**config.mk**
```make
export PLATFORM = sky130hd
export DESIGN_NAME = mdu_iterative
export DESIGN_NICKNAME = d
export VERILOG_FILES = /design/src/rtl/mdu_iterative.sv
export SDC_FILE = /design/constraint.sdc
export NUM_CORES = 1
export LEC_CHECK = 0
export ABC_AREA = 1
export CORE_MARGIN = 2
export CORE_UTILIZATION = 61
export DETAILED_ROUTE_END_ITERATION = 10
export GPL_TIMING_DRIVEN = 0
export PLACE_DENSITY = 0.88
export SYNTH_ARGS = -nofsm -noshare
export SYNTH_HDL_FRONTEND = slang
export SYNTH_SLANG_ARGS = --single-unit
```
**constraint.sdc**
```tcl
create_clock -name clk -period 9.65 [get_ports clk]
set_input_delay 2.4125 -clock clk [delete_from_list [all_inputs] [get_ports clk]]
set_output_delay 2.4125 -clock clk [all_outputs]
set_load 0.005 [all_outputs]
```
**src/rtl/mdu_iterative.sv**
```systemverilog
// Iterative RV32M MUL/DIV/REM unit: 32-cycle shift-add / restoring divide, special cases and (MDU_FAST_MUL_EN) MUL in one cycle.
// Latency: done_o in T+33 (T+1 for special/fast); holds the front pipeline via stall_o while accepting or iterating, flush aborts.
module mdu_iterative #(
    parameter int XLEN = 32,
    parameter int ITER = 32
) (
    input  logic            clk,
    input  logic            rst,
    input  logic            start_i,
    input  logic [4:0]      alu_ctrl,
    input  logic [XLEN-1:0] op_a,
    input  logic [XLEN-1:0] op_b,
    input  logic            flush_i,
    output logic            stall_o,
    output logic            busy_o,
    output logic            done_o,
    output logic [XLEN-1:0] result_o
);

    localparam logic [4:0] CTRL_MUL = 5'b01000;
    localparam logic [4:0] CTRL_DIV = 5'b01001;
    localparam logic [4:0] CTRL_REM = 5'b01010;
    localparam int         CW       = $clog2(ITER);

    typedef enum logic [1:0] {S_IDLE, S_BUSY, S_DONE} state_t;
    typedef enum logic [1:0] {OP_MUL, OP_DIV, OP_REM} op_t;

    state_t          state_q, state_d;
    op_t             op_q, op_in;
    logic [CW-1:0]   cnt_q;
    logic [XLEN-1:0] acc_a_q, acc_b_q, acc_r_q, result_q;
    logic            neg_q_q, neg_r_q;

    logic            is_mdu, accept, special, early_done;
    logic [XLEN-1:0] abs_a, abs_b, special_res;
    logic [XLEN-1:0] mul_sum, rem_n, quo_n, quo_fin, rem_fin, fin_res;
    logic [XLEN:0]   r_sh, diff;
    logic            ge;

    always_comb begin
        is_mdu = 1'b1;
        op_in  = OP_MUL;
        case (alu_ctrl)
            CTRL_MUL: op_in = OP_MUL;
            CTRL_DIV: op_in = OP_DIV;
            CTRL_REM: op_in = OP_REM;
            default:  is_mdu = 1'b0;
        endcase
    end

    assign accept = (state_q == S_IDLE) && start_i && is_mdu && !flush_i;
    assign abs_a  = op_a[XLEN-1] ? -op_a : op_a;
    assign abs_b  = op_b[XLEN-1] ? -op_b : op_b;

    // Divide-by-zero and signed overflow are resolved without iterating.
    always_comb begin
        special     = 1'b0;
        special_res = '0;
        if (op_in != OP_MUL) begin
            if (op_b == '0) begin
                special     = 1'b1;
                special_res = (op_in == OP_DIV) ? '1 : op_a;
            end else if (op_a == {1'b1, {(XLEN-1){1'b0}}} && op_b == '1) begin
                special     = 1'b1;
                special_res = (op_in == OP_DIV) ? op_a : '0;
            end
        end
    end

`ifdef MDU_FAST_MUL_EN
    assign early_done = special || (op_in == OP_MUL);
`else
    assign early_done = special;
`endif

    // One iteration step of either datapath; fin_res is the value after the last step.
    assign mul_sum = acc_r_q + (acc_b_q[0] ? acc_a_q : '0);
    assign r_sh    = {acc_r_q, acc_a_q[XLEN-1]};
    assign diff    = r_sh - {1'b0, acc_b_q};
    assign ge      = !diff[XLEN];
    assign rem_n   = ge ? diff[XLEN-1:0] : r_sh[XLEN-1:0];
    assign quo_n   = {acc_a_q[XLEN-2:0], ge};
    assign quo_fin = neg_q_q ? -quo_n : quo_n;
    assign rem_fin = neg_r_q ? -rem_n : rem_n;

    always_comb begin
        case (op_q)
            OP_DIV:  fin_res = quo_fin;
            OP_REM:  fin_res = rem_fin;
            default: fin_res = mul_sum;
        endcase
    end

    always_comb begin
        state_d = state_q;
        case (state_q)
            S_IDLE: begin
                if (accept) state_d = early_done ? S_DONE : S_BUSY;
            end
            S_BUSY: begin
                if (flush_i)           state_d = S_IDLE;
                else if (cnt_q == '0)  state_d = S_DONE;
            end
            S_DONE:  state_d = S_IDLE;
            default: state_d = S_IDLE;
        endcase
    end

    assign stall_o  = accept || (state_q == S_BUSY);
    assign busy_o   = (state_q != S_IDLE);
    assign done_o   = (state_q == S_DONE) && !flush_i;
    assign result_o = result_q;

    always_ff @(posedge clk) begin
        if (rst) state_q <= S_IDLE;
        else     state_q <= state_d;
    end

    always_ff @(posedge clk) begin
        if (rst) begin
            op_q     <= OP_MUL;
            cnt_q    <= '0;
            acc_a_q  <= '0;
            acc_b_q  <= '0;
            acc_r_q  <= '0;
            neg_q_q  <= 1'b0;
            neg_r_q  <= 1'b0;
            result_q <= '0;
        end else if (accept) begin
            op_q    <= op_in;
            cnt_q   <= CW'(ITER - 1);
            acc_r_q <= '0;
            neg_q_q <= op_a[XLEN-1] ^ op_b[XLEN-1];
            neg_r_q <= op_a[XLEN-1];
            if (op_in == OP_MUL) begin
                acc_a_q <= op_a;
                acc_b_q <= op_b;
            end else begin
                acc_a_q <= abs_a;
                acc_b_q <= abs_b;
            end
            if (special) result_q <= special_res;
`ifdef MDU_FAST_MUL_EN
            if (op_in == OP_MUL) result_q <= op_a * op_b;
`endif
        end else if (state_q == S_BUSY && !flush_i) begin
            cnt_q <= cnt_q - CW'(1);
            if (op_q == OP_MUL) begin
                acc_r_q <= mul_sum;
                acc_a_q <= acc_a_q << 1;
                acc_b_q <= acc_b_q >> 1;
            end else begin
                acc_r_q <= rem_n;
                acc_a_q <= quo_n;
            end
            if (cnt_q == '0) result_q <= fin_res;
        end
    end

endmodule

```
Word level (Yosys, flattened, before mapping)
Index checks and enable logic that the tools add are counted.
- register bits after elaboration: 139
- bits of input ports: 73
- output and inout bits: 35
- word-level logic and storage cells: 91
- $add $sub $neg: 7
- eq/ne operators: 13
- mux-type cells: 37
- bitwise gates (word level): 1
- reduce and logical (&&, ||, !) cells: 24
- operators with widths (operator ; number):
    32-bit 2-to-1 mux ; 23
    32-bit negation ; 4
    32-bit == test, second input constant ; 2
    32-bit one-hot mux with 2 select lines ; 1
    33-bit by 32-bit subtractor with 33-bit output ; 1
    32-bit adder ; 1
    32-bit zero test ; 1
    5-bit by 4-bit == test with 1-bit output, second input constant ; 3
    5-bit 2-to-1 mux ; 2
    2-bit nonzero test ; 5
    2-bit 2-to-1 mux ; 4
    2-bit one-hot mux with 2 select lines ; 2
    2-bit by 1-bit == test with 1-bit output, second input constant ; 3
    1-bit logical AND ; 6
    2-bit zero test ; 3
    5-bit zero test ; 1
    1-bit 2-to-1 mux ; 5
    5-bit by 1-bit subtractor with 5-bit output, second input constant ; 1
    2-bit == test, second input constant ; 2
    2-bit AND reduction ; 2
    3-bit inequality test, second input constant ; 1
    3-bit AND reduction ; 1
    3-bit OR reduction ; 1
    1-bit zero test ; 2
    other kinds (5) ; 5

Depth between registers and ports, before layout
Gate-level depths: netlist (run 1).
- depth after elaboration: 9
- depth in mapped cells: 35
- mapped depth without buffers: 33

Least setup slack after synthesis (run 1)
OpenSTA, ideal clock, no wires.
- path kind: input port to output port
- start point: input alu_ctrl[3]
- end point: output stall_o
- arrival time: 3535 ps
- data required time: 7238 ps
- path slack: 3702 ps
- stages on the path: 9
- path buffers: 2
- cells stage by stage: inv_1 > nor2_1 > inv_1 > a211oi_1 > and2_1 > clkinv_1 > clkbuf_1 > buf_2 > nand2_1
- cells in the longest elaborated chain, start to end: 6
- elaborated cells on any way between the ends: 8
- classes of those cells: eq/ne (3); mux (1); reduce/logical (4)
- ends and longest elaborated chain (element ; line ; RTL):
    from (decl) ; 10 ; input logic [4:0] alu_ctrl,
    5-bit by 4-bit == test with 1-bit output ; 43 ; case (alu_ctrl)
    3-bit OR reduction (no source line) * ; -- ;
    1-bit 2-to-1 mux * ; 43 ;
    1-bit logical AND * (2 in a row) ; 51 ; assign accept = (state_q == S_IDLE) && start_i && is_mdu && !flush_i;
    1-bit logical OR * ; 109 ; assign stall_o = accept || (state_q == S_BUSY);
    to (decl) ; 14 ; output logic stall_o,
Mark *: on every way between the ends. The rest lies on a longest branch, timed or not.

Worst setup path in the final report (run 1)
Ends and elaborated chain as after synthesis.

==> qor.csv, run 1 <==
stage;metric;value;unit
cts;insertion_delay;0.44;ns
detailed_routing;first_iter_violations;2905;
cells_and_area;design.final.nets;3074;
die;core-area;25300;µm²
place;detailed_place.area;17300;µm²
die;die_area;27200;µm²
logic_synthesis;cell_area_synth;15800;µm²
place;hpwl;51.1;mm
detailed_routing;drc;0;
logic_synthesis;portion_of_the_post_synthesis_area_used_by_sequential_elements;0.176;
cts;clock_path_buffers;2;
logic_synthesis;fraction_of_synthesized_cell_area_in_xor_and_xnor_cells;0.0449;
cts;cts_made_buffers;17;
cts;cts-htree-levels;4;
place;routability_cong;1.07;
logic_synthesis;postSynthAreaPerCell;5.64;µm²
logic_synthesis;number_of_synthesized_register_bits;139;
logic_synthesis;yosysTopAreaCell;nand2_1;
detailed_routing;via_per_inst;6.10;
cts;total_clock_sinks;139;
logic_synthesis;synth_top_cells_by_area;nand2_1, dfxtp_1, inv_1, a21oi_1, nand3_1;
cells_and_area;post-route-cell-area;17900;µm²
power_and_ir_drop;worst_ir_drop_vdd;106;µV
run_status;result_of_the_run;completed;
cts;clkTransAtPathRegs;0.07;ns
global_routing;antenna_found_initial;0;
logic_synthesis;yosys.area.top_type_share;0.202;
worst_setup_path;rr_endpoint;result_o[28];
worst_setup_path;worstPathRequired;7.24;ns
sta;hold_viol_final;0;
logic_synthesis;synth.distinct_cells;55;
logic_synthesis;yosys-mux-area-fraction;0;
cts;number_of_gates_given_a_new_drive_strength_after_cts;0;
cts;holdBufCountCts;0;
worst_setup_path;timing.reg2reg.worst_path_depth;35;
cells_and_area;areaGrowthSynthToFinish;13.2;%
worst_setup_path;setup.worst_path.class;input pin to primary output;
die;top_level_ports;108;
worst_setup_path;critPathCaptureType;primary output;
die;start_util;0.624;
cells_and_area;antenna_cells_inserted;0;
sta;final-max-slew-violation-count;0;
detailed_routing;num_vias;19923;
die;floorplan.die.height;165;µm
worst_setup_path;worst_setup_path_start_kind;input pin;
job;maxCapViolCount;0;
global_routing;grt_pass1_vias;18100;
global_routing;globalRouteOverflowTotal;0;
worst_setup_path;crit_path_max_fanout;10;
sta;transition_time_at_the_pin_with_the_least_slew_margin;0.967;ns
detailed_routing;antenna_violating_nets_post_route;0;
global_routing;pin_count_of_the_biggest_net_entering_global_routing;17;
die;die_width;165;µm
power_and_ir_drop;leakage;8.49;nW
detailed_routing;firstDrtPassIters;10;
min_path;holdPathStages;2;
worst_setup_path;timing.reg2reg.setup_slack;4.31;ns
detailed_routing;avgRoutedWirePerCell;19.3;µm
global_routing;grt_first_pass_wirelength;97.4;mm
sta;fmax;131;MHz
min_path;min_delay_worst_endpoint;acc_b_q[31];
cts;setup_buffers_after_cts;0;
sta;setup_violations;0;
logic_synthesis;post_synthesis_instance_total;2800;
cells_and_area;drive_gt1_frac;0.0507;
cts;cts_tree;yes;
min_path;worst_hold_startpoint;acc_b_q[31];
place;portBuffers;106;
sta;timing.final.crit_period;7.62;ns
sta;period_share;0.790;
min_path;min-delay-path-class;flip-flop to flip-flop;
cts;cts_root_buffer;clkbuf_16;
logic_synthesis;synth_warn;0;
sta;rsz_0062_raised_after_global_routing;false;
logic_synthesis;synth_area_in_compound_gates;0.203;
logic_synthesis;combinational_family_with_the_most_area_after_synthesis;simple AND/OR/NAND/NOR gates;
logic_synthesis;synth_nets;2949;
worst_setup_path;worst-endpoint-arrival;5.21;ns
sta;clock-skew-final;0.0136;ns
sta;max-slew-margin-rel;0.350;
logic_synthesis;yosys.area_share.simple;0.389;
worst_setup_path;source_of_the_worst_register_to_register_timing_path;acc_a_q[31];
global_routing;grtUsageTotal;0.466;
power_and_ir_drop;power.density_cell_area;92.2;nW/µm²
logic_synthesis;synth_fa_ha_area_frac;0.0612;
detailed_routing;routed_wl;63.1;mm
die;placement_row_count;58;
sta;finalSetupTns;0;ns
where the power goes:
part,switching (W),internal [W],leakage (nW)
registers,0.00000564,0.000577,1.12
logic,0.000235,0.000123,7.07
clock network,0.000313,0.000396,0.300
layer usage:
layer	part of all wire	track usage
met2	0.40	0.686
met1	0.39	0.597
met3	0.14	0.144
met5	0.0011	0.0208
met4	0.067	0.268
how the worst max path moves through the flow:
stage               slack (ns)         from  endpoint
global route              1.98  alu_ctrl[3]   stall_o
finish                    2.03  alu_ctrl[3]   stall_o
detailed placement        2.15  alu_ctrl[3]   stall_o
CTS                       2.15  alu_ctrl[3]   stall_o
global placement          2.29  alu_ctrl[3]   stall_o
floorplan                 3.70  alu_ctrl[3]   stall_o
placed cells by master (no fill, tap or decap), types with 6 or more instances in the layout:
cell	count
inv_6	6
o221ai_1	6
o21ai_0	179
clkbuf_1	84
xor2_1	50
o21ai_1	8
nand3b_1	9
o31ai_1	6
o21bai_1	7
buf_2	7
xnor2_1	31
nand4_1	37
ha_1	74
nor2_1	216
dfxtp_1	139
nand2_4	10
nand3_2	6
o211ai_1	66
clkdlybuf4s50_1	106
a31oi_1	19
nor3_1	34
and2_1	8
or2_2	13
nor2_2	13
nor4_1	8
nand2_2	34
inv_1	380
nand2_1	848
a21oi_1	254
a21oi_2	8
buf_1	8
clkbuf_16	17
nand3_1	187
worst max-delay path, stage by stage:
cell and delay, ns:
clkdlybuf4s50_1 0.46, inv_1 0.04, nor2_1 0.11, inv_1 0.08, a211oi_1 0.19, and2_1 0.25
clkinv_1 0.28, clkbuf_1 0.41, buf_2 0.34, nand2_1 0.10, clkdlybuf4s50_1 0.51
cell type report:
| class | count | area, µm² |
|---|---|---|
| Multi-Input combinational cell | 2162 | 11000 |
| Fill cell | 2349 | 7440 |
| Buffer | 112 | 526 |
| Sequential cell | 139 | 2780 |
| Inverter | 387 | 1450 |
| Clock buffer | 17 | 425 |
| Clock inverter | 15 | 190 |
| Timing Repair Buffer | 106 | 1060 |
| Tap cell | 330 | 413 |
state kept, by name, indices dropped and copies added, names as in the netlist:
signal	count
acc_b_q	32
neg_q_q	1
acc_r_q	32
result_o	32
state_q	2
op_q	2
acc_a_q	32
cnt_q	5
neg_r_q	1
per-stage QoR:
stage                     utilization  hold slack, ns  setup slack (ns)  std cells  power (W)
final                           0.706           0.477              2.03       3268    0.00165
after global routing            0.706           0.498              1.98       3268    0.00170
after CTS                       0.706           0.473              2.15       3268    0.00163
after detailed placement        0.682           0.458              2.15       3236   0.000938
after global placement          0.682           0.452              2.29       3236   0.000933
after floorplan                     -           0.441              3.70       2800   0.000825
cells in the mapped netlist (all sizes together):
master and n:
nand2 892, inv 383, a21oi 263, nor2 232, nand3 195, o21ai 188
dfxtp 139, clkbuf 85, ha 74, o211ai 66, xor2 50, nand4 37
nor3 35, xnor2 31, buf 27, a31oi 19, or2 13, nand3b 9
nor4 9, and2 8, o21bai 8, o221ai 6, o31ai 6, a21o 4
clkinv 4, o21a 4, o22ai 3, a221oi 2, fa 2, a211o 1
a211oi 1, a21boi 1, and3 1, nor3b 1, o41ai 1
logic make-up after synthesis:
kind of cell / count (synthesis)
compound gates: 573
buf+inv: 499
fa+ha+maj: 76
simple gates: 1432
xor+xnor: 81
flops: 139
Note: power is estimated with default switching activity, not from simulation.
==> run 2, diff against run 1 <==
Clock period 9.65 ns to 7.79 ns, I/O delays scaled along.
==> results of run 2 <==
The final DEF is identical to that of run 1. Status: completed.
Among the figures that moved: setup slack after placement 2.15 ns -> 1.22 ns; setup slack after layout 2.03 ns -> 1.10 ns; register-to-register setup slack 4.31 ns -> 2.45 ns; total power 0.00165 W -> 0.00204 W; worst IR drop on VDD 106 µV -> 131 µV
